<file path="src/rtl/motion_sequencer.sv">
// Motion sequencer: plays back three-axis servo waypoints from ROM with a
// 1-LSB-per-tick ramp and a dwell at each waypoint, or passes live
// accelerometer positions straight through when playback is not selected.
module motion_sequencer #(
  parameter int unsigned            ADDR_WIDTH  = 8,
  parameter int unsigned            DATA_WIDTH  = 8,
  parameter int unsigned            RAMP_DIV    = 50000,
  parameter int unsigned            DWELL_TICKS = 500,
  parameter logic [DATA_WIDTH-1:0]  END_CODE    = 8'hFF
) (
  input  logic                  clk,
  input  logic                  rst_n,
  input  logic                  start,
  input  logic                  stop,
  input  logic                  loop_en,
  input  logic                  mode,
  input  logic [DATA_WIDTH-1:0] live_x,
  input  logic [DATA_WIDTH-1:0] live_y,
  input  logic [DATA_WIDTH-1:0] live_z,
  output logic [ADDR_WIDTH-1:0] rom_address,
  input  logic [DATA_WIDTH-1:0] rom_data_x,
  input  logic [DATA_WIDTH-1:0] rom_data_y,
  input  logic [DATA_WIDTH-1:0] rom_data_z,
  output logic [DATA_WIDTH-1:0] pos_x,
  output logic [DATA_WIDTH-1:0] pos_y,
  output logic [DATA_WIDTH-1:0] pos_z,
  output logic                  busy,
  output logic                  done
);

  localparam int unsigned TICK_W  = (RAMP_DIV > 1) ? $clog2(RAMP_DIV) : 1;
  localparam int unsigned DWELL_W = (DWELL_TICKS > 0) ? $clog2(DWELL_TICKS + 1) : 1;
  localparam logic [TICK_W-1:0]     TICK_LAST  = TICK_W'(RAMP_DIV - 1);
  localparam logic [DWELL_W-1:0]    DWELL_LAST = DWELL_W'(DWELL_TICKS - 1);
  localparam logic [DATA_WIDTH-1:0] CENTRE     = {1'b1, {(DATA_WIDTH-1){1'b0}}};

  typedef enum logic [2:0] {
    S_IDLE,
    S_FETCH,
    S_LATCH,
    S_RAMP,
    S_DWELL,
    S_DONE
  } state_t;

  state_t                r_state;
  state_t                w_next_state;
  logic [TICK_W-1:0]     r_tick_cnt;
  logic [DWELL_W-1:0]    r_dwell_cnt;
  logic [ADDR_WIDTH-1:0] r_addr;
  logic [ADDR_WIDTH-1:0] w_addr_next;
  logic [DATA_WIDTH-1:0] r_pos_x, r_pos_y, r_pos_z;
  logic [DATA_WIDTH-1:0] r_tgt_x, r_tgt_y, r_tgt_z;
  logic                  r_busy, r_done;
  logic                  w_tick, w_is_end, w_at_tgt, w_busy_state, w_abort;
  logic                  w_load_tgt, w_step, w_dwell_clr;

  // One LSB toward the target; never passes it, so no wrap at either rail.
  function automatic logic [DATA_WIDTH-1:0] f_step(input logic [DATA_WIDTH-1:0] p,
                                                   input logic [DATA_WIDTH-1:0] t);
    if (p < t)      return p + 1'b1;
    else if (p > t) return p - 1'b1;
    else            return p;
  endfunction

  assign w_tick       = (r_tick_cnt == TICK_LAST);
  assign w_is_end     = (rom_data_x == END_CODE) && (rom_data_y == END_CODE) &&
                        (rom_data_z == END_CODE);
  assign w_at_tgt     = (r_pos_x == r_tgt_x) && (r_pos_y == r_tgt_y) && (r_pos_z == r_tgt_z);
  assign w_busy_state = (r_state != S_IDLE) && (r_state != S_DONE);
  assign w_abort      = stop || !mode;

  // Free-running ramp-tick prescaler.
  always_ff @(posedge clk) begin
    if (!rst_n)      r_tick_cnt <= '0;
    else if (w_tick) r_tick_cnt <= '0;
    else             r_tick_cnt <= r_tick_cnt + 1'b1;
  end

  // FSM state register.
  always_ff @(posedge clk) begin
    if (!rst_n) r_state <= S_IDLE;
    else        r_state <= w_next_state;
  end

  // Next-state and datapath control decode; abort overrides every busy-state action.
  always_comb begin
    w_next_state = r_state;
    w_addr_next  = r_addr;
    w_load_tgt   = 1'b0;
    w_step       = 1'b0;
    w_dwell_clr  = 1'b0;
    unique case (r_state)
      S_IDLE: begin
        if (start && mode && !stop) begin
          w_next_state = S_FETCH;
          w_addr_next  = '0;
        end
      end
      S_FETCH: w_next_state = S_LATCH;
      S_LATCH: begin
        if (w_is_end) begin
          if (loop_en) begin
            w_next_state = S_FETCH;
            w_addr_next  = '0;
          end else begin
            w_next_state = S_DONE;
          end
        end else begin
          w_load_tgt   = 1'b1;
          w_next_state = S_RAMP;
        end
      end
      S_RAMP: begin
        if (w_at_tgt) begin
          w_next_state = S_DWELL;
          w_dwell_clr  = 1'b1;
        end else if (w_tick) begin
          w_step = 1'b1;
        end
      end
      S_DWELL: begin
        if (w_tick && (r_dwell_cnt == DWELL_LAST)) begin
          w_next_state = S_FETCH;
          w_addr_next  = r_addr + 1'b1;
        end
      end
      S_DONE:  w_next_state = S_IDLE;
      default: w_next_state = S_IDLE;
    endcase
    if (w_busy_state && w_abort) begin
      w_next_state = S_IDLE;
      w_addr_next  = r_addr;
      w_load_tgt   = 1'b0;
      w_step       = 1'b0;
      w_dwell_clr  = 1'b0;
    end
  end

  // Dwell tick counter, cleared on DWELL entry and advanced on ticks only.
  always_ff @(posedge clk) begin
    if (!rst_n)                            r_dwell_cnt <= '0;
    else if (w_dwell_clr)                  r_dwell_cnt <= '0;
    else if (r_state == S_DWELL && w_tick) r_dwell_cnt <= r_dwell_cnt + 1'b1;
  end

  // Address, targets, positions and status flags; busy/done decode the next state so they align with it.
  always_ff @(posedge clk) begin
    if (!rst_n) begin
      r_addr  <= '0;
      r_pos_x <= CENTRE;
      r_pos_y <= CENTRE;
      r_pos_z <= CENTRE;
      r_tgt_x <= CENTRE;
      r_tgt_y <= CENTRE;
      r_tgt_z <= CENTRE;
      r_busy  <= 1'b0;
      r_done  <= 1'b0;
    end else begin
      r_addr <= w_addr_next;
      r_busy <= (w_next_state != S_IDLE) && (w_next_state != S_DONE);
      r_done <= (w_next_state == S_DONE);
      if (w_load_tgt) begin
        r_tgt_x <= rom_data_x;
        r_tgt_y <= rom_data_y;
        r_tgt_z <= rom_data_z;
      end
      if (r_state == S_IDLE && !mode) begin
        r_pos_x <= live_x;
        r_pos_y <= live_y;
        r_pos_z <= live_z;
      end else if (w_step) begin
        r_pos_x <= f_step(r_pos_x, r_tgt_x);
        r_pos_y <= f_step(r_pos_y, r_tgt_y);
        r_pos_z <= f_step(r_pos_z, r_tgt_z);
      end
    end
  end

  assign rom_address = r_addr;
  assign pos_x       = r_pos_x;
  assign pos_y       = r_pos_y;
  assign pos_z       = r_pos_z;
  assign busy        = r_busy;
  assign done        = r_done;

endmodule

</file>
<file path="config.mk">
export PLATFORM = sky130hd
export DESIGN_NAME = motion_sequencer
export DESIGN_NICKNAME = d
export VERILOG_FILES = /design/src/rtl/motion_sequencer.sv
export SDC_FILE = /design/constraint.sdc
export NUM_CORES = 1
export LEC_CHECK = 0
export BUFFER_PORTS_ARGS = -buffer_cell sky130_fd_sc_hd__buf_4
export CORE_MARGIN = 2
export CORE_UTILIZATION = 52
export DETAILED_ROUTE_END_ITERATION = 10
export GPL_ROUTABILITY_DRIVEN = 0
export GPL_TIMING_DRIVEN = 0
export PLACE_DENSITY = 0.81
export SYNTH_ARGS = -nofsm -noshare
export SYNTH_HDL_FRONTEND = slang
export SYNTH_SLANG_ARGS = --single-unit
</file>
<file path="constraint.sdc">
create_clock -name clk -period 2.9 [get_ports clk]
set_input_delay 0.58 -clock clk [delete_from_list [all_inputs] [get_ports clk]]
set_output_delay 0.58 -clock clk [all_outputs]
set_load 0.02 [all_outputs]
</file>
==> flow_results.xml <==
<?xml version="1.0" encoding="UTF-8"?>
<metrics>
  <group name="run_status">
    <metric name="outcome" unit="">finished, violations left</metric>
    <metric name="failing_checks" unit="">negative setup slack</metric>
  </group>
  <group name="cts">
    <metric name="cts_hold_repair.buffers" unit="">0</metric>
    <metric name="library_cell_used_as_clock_root_buffer" unit="">sky130_fd_sc_hd__clkbuf_8</metric>
    <metric name="clock_latency_at_the_later_pin_of_the_worst_skew_pair" unit="ns">0.37</metric>
    <metric name="numClockSinks" unit="">86</metric>
    <metric name="path_clk_slew" unit="ns">0.10</metric>
    <metric name="cts_tree" unit="">built</metric>
    <metric name="clk_path_buf_depth" unit="">2</metric>
    <metric name="cts_inserted_buffers" unit="">9</metric>
    <metric name="ctsHtreeMaxLevel" unit="">3</metric>
  </group>
  <group name="pwr">
    <metric name="power.share.clock" unit="%">27.3</metric>
    <metric name="power_report.internal_total" unit="mW">2.01</metric>
    <metric name="irDropWorstVdd" unit="mV">0.276</metric>
    <metric name="cellLeakagePower" unit="nW">2.87</metric>
    <metric name="netSwitchingPower" unit="mW">1.10</metric>
    <metric name="seqPwrFrac" unit="%">40.6</metric>
    <metric name="power_density" unit="nW/um^2">464</metric>
    <metric name="comb_power_share" unit="%">32.1</metric>
    <metric name="p_sw_share" unit="%">35.4</metric>
  </group>
  <group name="placement">
    <metric name="io_buffers" unit="">86</metric>
    <metric name="dp_hpwl" unit="mm">10.6</metric>
  </group>
  <group name="timing">
    <metric name="worstMarginPinSlew" unit="ns">1.29</metric>
    <metric name="final-setup-viol-count" unit="">2</metric>
    <metric name="hold_ws" unit="ns">0.441</metric>
    <metric name="timing.final.crit_period" unit="ns">3.04</metric>
    <metric name="slew_viol_final" unit="">0</metric>
    <metric name="final.setup_skew" unit="ns">0.0103</metric>
    <metric name="fmax" unit="MHz">329</metric>
    <metric name="setup_ws" unit="ns">-0.138</metric>
    <metric name="finalCritPeriodShare" unit="%">105</metric>
    <metric name="rsz0062_at_grt" unit="">yes</metric>
    <metric name="finalHoldViolCount" unit="">0</metric>
    <metric name="slew_headroom" unit="%">13.2</metric>
    <metric name="final.setup.tns" unit="ns">-0.199</metric>
  </group>
  <group name="die">
    <metric name="die-area" unit="sq um">10900</metric>
    <metric name="rows" unit="">36</metric>
    <metric name="initial_core_util" unit="%">53.7</metric>
    <metric name="die_h" unit="microns">104</metric>
    <metric name="die_width" unit="microns">104</metric>
    <metric name="core-area" unit="sq um">9770</metric>
    <metric name="pin_count" unit="">88</metric>
  </group>
  <group name="route">
    <metric name="post_drt_wl_per_cell" unit="microns">17.2</metric>
    <metric name="drt-vias-per-instance" unit="">6.02</metric>
    <metric name="route.antenna.remaining_nets" unit="">0</metric>
    <metric name="dr_total_vias" unit="">5349</metric>
    <metric name="totalWireLength" unit="mm">15.3</metric>
    <metric name="route.detailed.drc" unit="">0</metric>
    <metric name="drt_first_iter_violations" unit="">462</metric>
    <metric name="detail_route.first_pass.iterations" unit="">6</metric>
  </group>
  <group name="logic_synthesis">
    <metric name="async_reset_ff_share" unit="%">0</metric>
    <metric name="mappedNetlistArea" unit="sq um">5250</metric>
    <metric name="yosys_warnings" unit="">0</metric>
    <metric name="synthDominantCellAreaShare" unit="%">32.8</metric>
    <metric name="yosysSeqAreaShare" unit="%">32.8</metric>
    <metric name="postSynthNetCount" unit="">741</metric>
    <metric name="synth.top_cells.by_count" unit="">86 x sky130_fd_sc_hd__dfxtp_1, 79 x sky130_fd_sc_hd__a21oi_1, 63 x sky130_fd_sc_hd__nor2_1</metric>
    <metric name="yosys_most_used_dff" unit="">sky130_fd_sc_hd__dfxtp_1</metric>
    <metric name="synthMostInstantiatedCell" unit="">sky130_fd_sc_hd__dfxtp_1</metric>
    <metric name="syn_inst" unit="">636</metric>
    <metric name="synth_top_cells_by_area" unit="">sky130_fd_sc_hd__dfxtp_1 33%, sky130_fd_sc_hd__ha_1 11%, sky130_fd_sc_hd__a21oi_1 7.5%, sky130_fd_sc_hd__nor2_1 4.5%, sky130_fd_sc_hd__mux2i_1 4.0%</metric>
    <metric name="number_of_enable_type_register_cells_in_the_synthesized_netlist" unit="">0</metric>
    <metric name="synth.ff_latch_count" unit="">86</metric>
    <metric name="synth_cell_type_count" unit="">57</metric>
    <metric name="synth.largest_area_cell" unit="">sky130_fd_sc_hd__dfxtp_1</metric>
    <metric name="synth_area_per_cell" unit="sq um">8.25</metric>
  </group>
  <group name="worst_hold_path">
    <metric name="hold_path_class" unit="">in2reg</metric>
  </group>
  <group name="grt">
    <metric name="combined_global_route_utilization_of_all_metal_layers" unit="%">25.9</metric>
    <metric name="first_global_vias" unit="">4882</metric>
    <metric name="overflow" unit="">0</metric>
    <metric name="first_pass_grt_wire_length" unit="mm">22.8</metric>
    <metric name="grt_antenna_before_repair" unit="">0</metric>
    <metric name="grt_start_max_net_pins" unit="">18</metric>
  </group>
  <group name="setup_path">
    <metric name="path_cells" unit="">inv_1, ha_1, nand4_1, o21bai_2, nand2_2, ha_2, nand3_1, o2111ai_2, o31ai_2, nand3_1, a311oi_1, o21ai_0</metric>
    <metric name="cp_top_family" unit="">compound AO/OA/AOI/OAI gates</metric>
    <metric name="worst-path-buf-inv" unit="">1</metric>
    <metric name="crit_path_end_kind" unit="">flop</metric>
    <metric name="r2r_setup_slack" unit="ns">-0.14</metric>
    <metric name="critical_path_class" unit="">reg2reg</metric>
    <metric name="worstPathArrival" unit="ns">3.24</metric>
    <metric name="critical_path_peak_fanout" unit="">6</metric>
    <metric name="worstSetupStartpointType" unit="">flop</metric>
    <metric name="critical_path_max_stage_delay" unit="ns">0.34</metric>
    <metric name="worst-endpoint-required" unit="ns">3.10</metric>
    <metric name="critical-path-slowest-cell" unit="">sky130_fd_sc_hd__ha_1</metric>
    <metric name="cp_common_cell" unit="">sky130_fd_sc_hd__nand3_1</metric>
  </group>
  <group name="final_layout">
    <metric name="fin_nets" unit="">855</metric>
    <metric name="layout-drive-gt1-share" unit="%">27.7</metric>
    <metric name="syn_to_final_growth" unit="%">27.5</metric>
    <metric name="num_antenna_cells" unit="">0</metric>
  </group>
  <group name="run">
    <metric name="max_cap_viol_count" unit="">0</metric>
  </group>
</metrics>
layer usage:
metal	track usage, %	vias to the layer above	wire length, microns
met5	0	-	0
met1	31.8	2539	6200
met3	4.20	49	1120
met4	12.3	0	476
li1	-	2507	-
met2	44.2	254	7490
layout by cell type (no fill, tap or decap), drive strengths merged, types with 9 or more instances in the layout:
cell    instances
a21oi          79
buf           109
clkbuf         23
dfxtp          86
ha             48
inv            47
mux2i          21
nand2          40
nand2b          9
nand3          28
nand4          16
nor2           63
nor3           10
o21ai          38
xnor2          21
xor2           20
final timing paths:
| path | startpoint | to | depth (start not counted) |
|---|---|---|---|
| max | r_tgt_y[7] | pos_y[7] | 12 |
| min | rom_data_z[7] | r_tgt_z[7] | 3 |
| max reg2reg | r_tgt_y[7] | pos_y[7] | 12 |
| min reg2reg | r_tick_cnt[0] | r_tick_cnt[0] | 1 |
timing repair:
item | 4_1_cts | 5_1_grt
gates resized for setup | 29 | 41
gates cloned | 0 | 0
hold endpoints to repair | 0 | 0
pin swaps | 16 | 24
buffers inserted | 12 | 5
endpoints found under the setup margin | 4 | 23
area by class of cell:
class | count | area (sq um)
Multi-Input combinational cell | 487 | 3560
Fill cell | 734 | 3080
Sequential cell | 86 | 1760
Timing Repair Buffer | 103 | 773
Tap cell | 133 | 166
Inverter | 43 | 161
Clock buffer | 9 | 124
Buffer | 20 | 87.6
Clock inverter | 7 | 63.8
cell families (layout without fill, tap and decap cells):
group / after synthesis / in the layout / share of synthesized area [%]
adders and majority gates: 51 / 51 / 12.6
xor gates and xnor gates: 41 / 41 / 6.84
muxes: 21 / 21 / 4.00
buffers and inverters: 63 / 182 / 4.74
AOI/OAI and AO/OA: 173 / 173 / 19.9
DFF: 86 / 86 / 32.8
and+or+nand+nor: 201 / 201 / 19.1
state kept, by name, indices dropped and copies added, names as in the netlist:
| signal | cells |
|---|---|
| busy | 1 |
| done | 1 |
| pos_x | 8 |
| pos_y | 8 |
| pos_z | 8 |
| r_dwell_cnt | 9 |
| r_state | 3 |
| r_tgt_x | 8 |
| r_tgt_y | 8 |
| r_tgt_z | 8 |
| r_tick_cnt | 16 |
| rom_address | 8 |
per-stage QoR:
stage          cell area [sq um]  util, %  instances  power, mW  setup WS, ns
2_1_floorplan               5290        -        636       1.84        0.0247
3_3_place_gp                6110     62.5        855       2.04        -0.179
3_5_place_dp                6110     62.5        855       2.09        -0.275
4_1_cts                     6470     66.2        883       3.00       0.00742
5_1_grt                     6690     68.5        888       3.24        -0.275
6_report                    6690     68.5        888       3.10        -0.138
worst min-delay path, cell delays in order:
cell and delay (ns):
sky130_fd_sc_hd__buf_4 0.09, sky130_fd_sc_hd__nand2_1 0.04, sky130_fd_sc_hd__o211ai_1 0.07
power groups by stage:
stage          registers (mW)  logic (mW)  clock network (mW)
6_report                 1.26       0.997               0.846
5_1_grt                  1.26        1.08               0.893
4_1_cts                  1.26       0.895               0.852
3_5_place_dp             1.29       0.801                   0
3_3_place_gp             1.28       0.761                   0
2_1_floorplan            1.31       0.535                   0
Note: power is estimated with default switching activity, not from simulation.
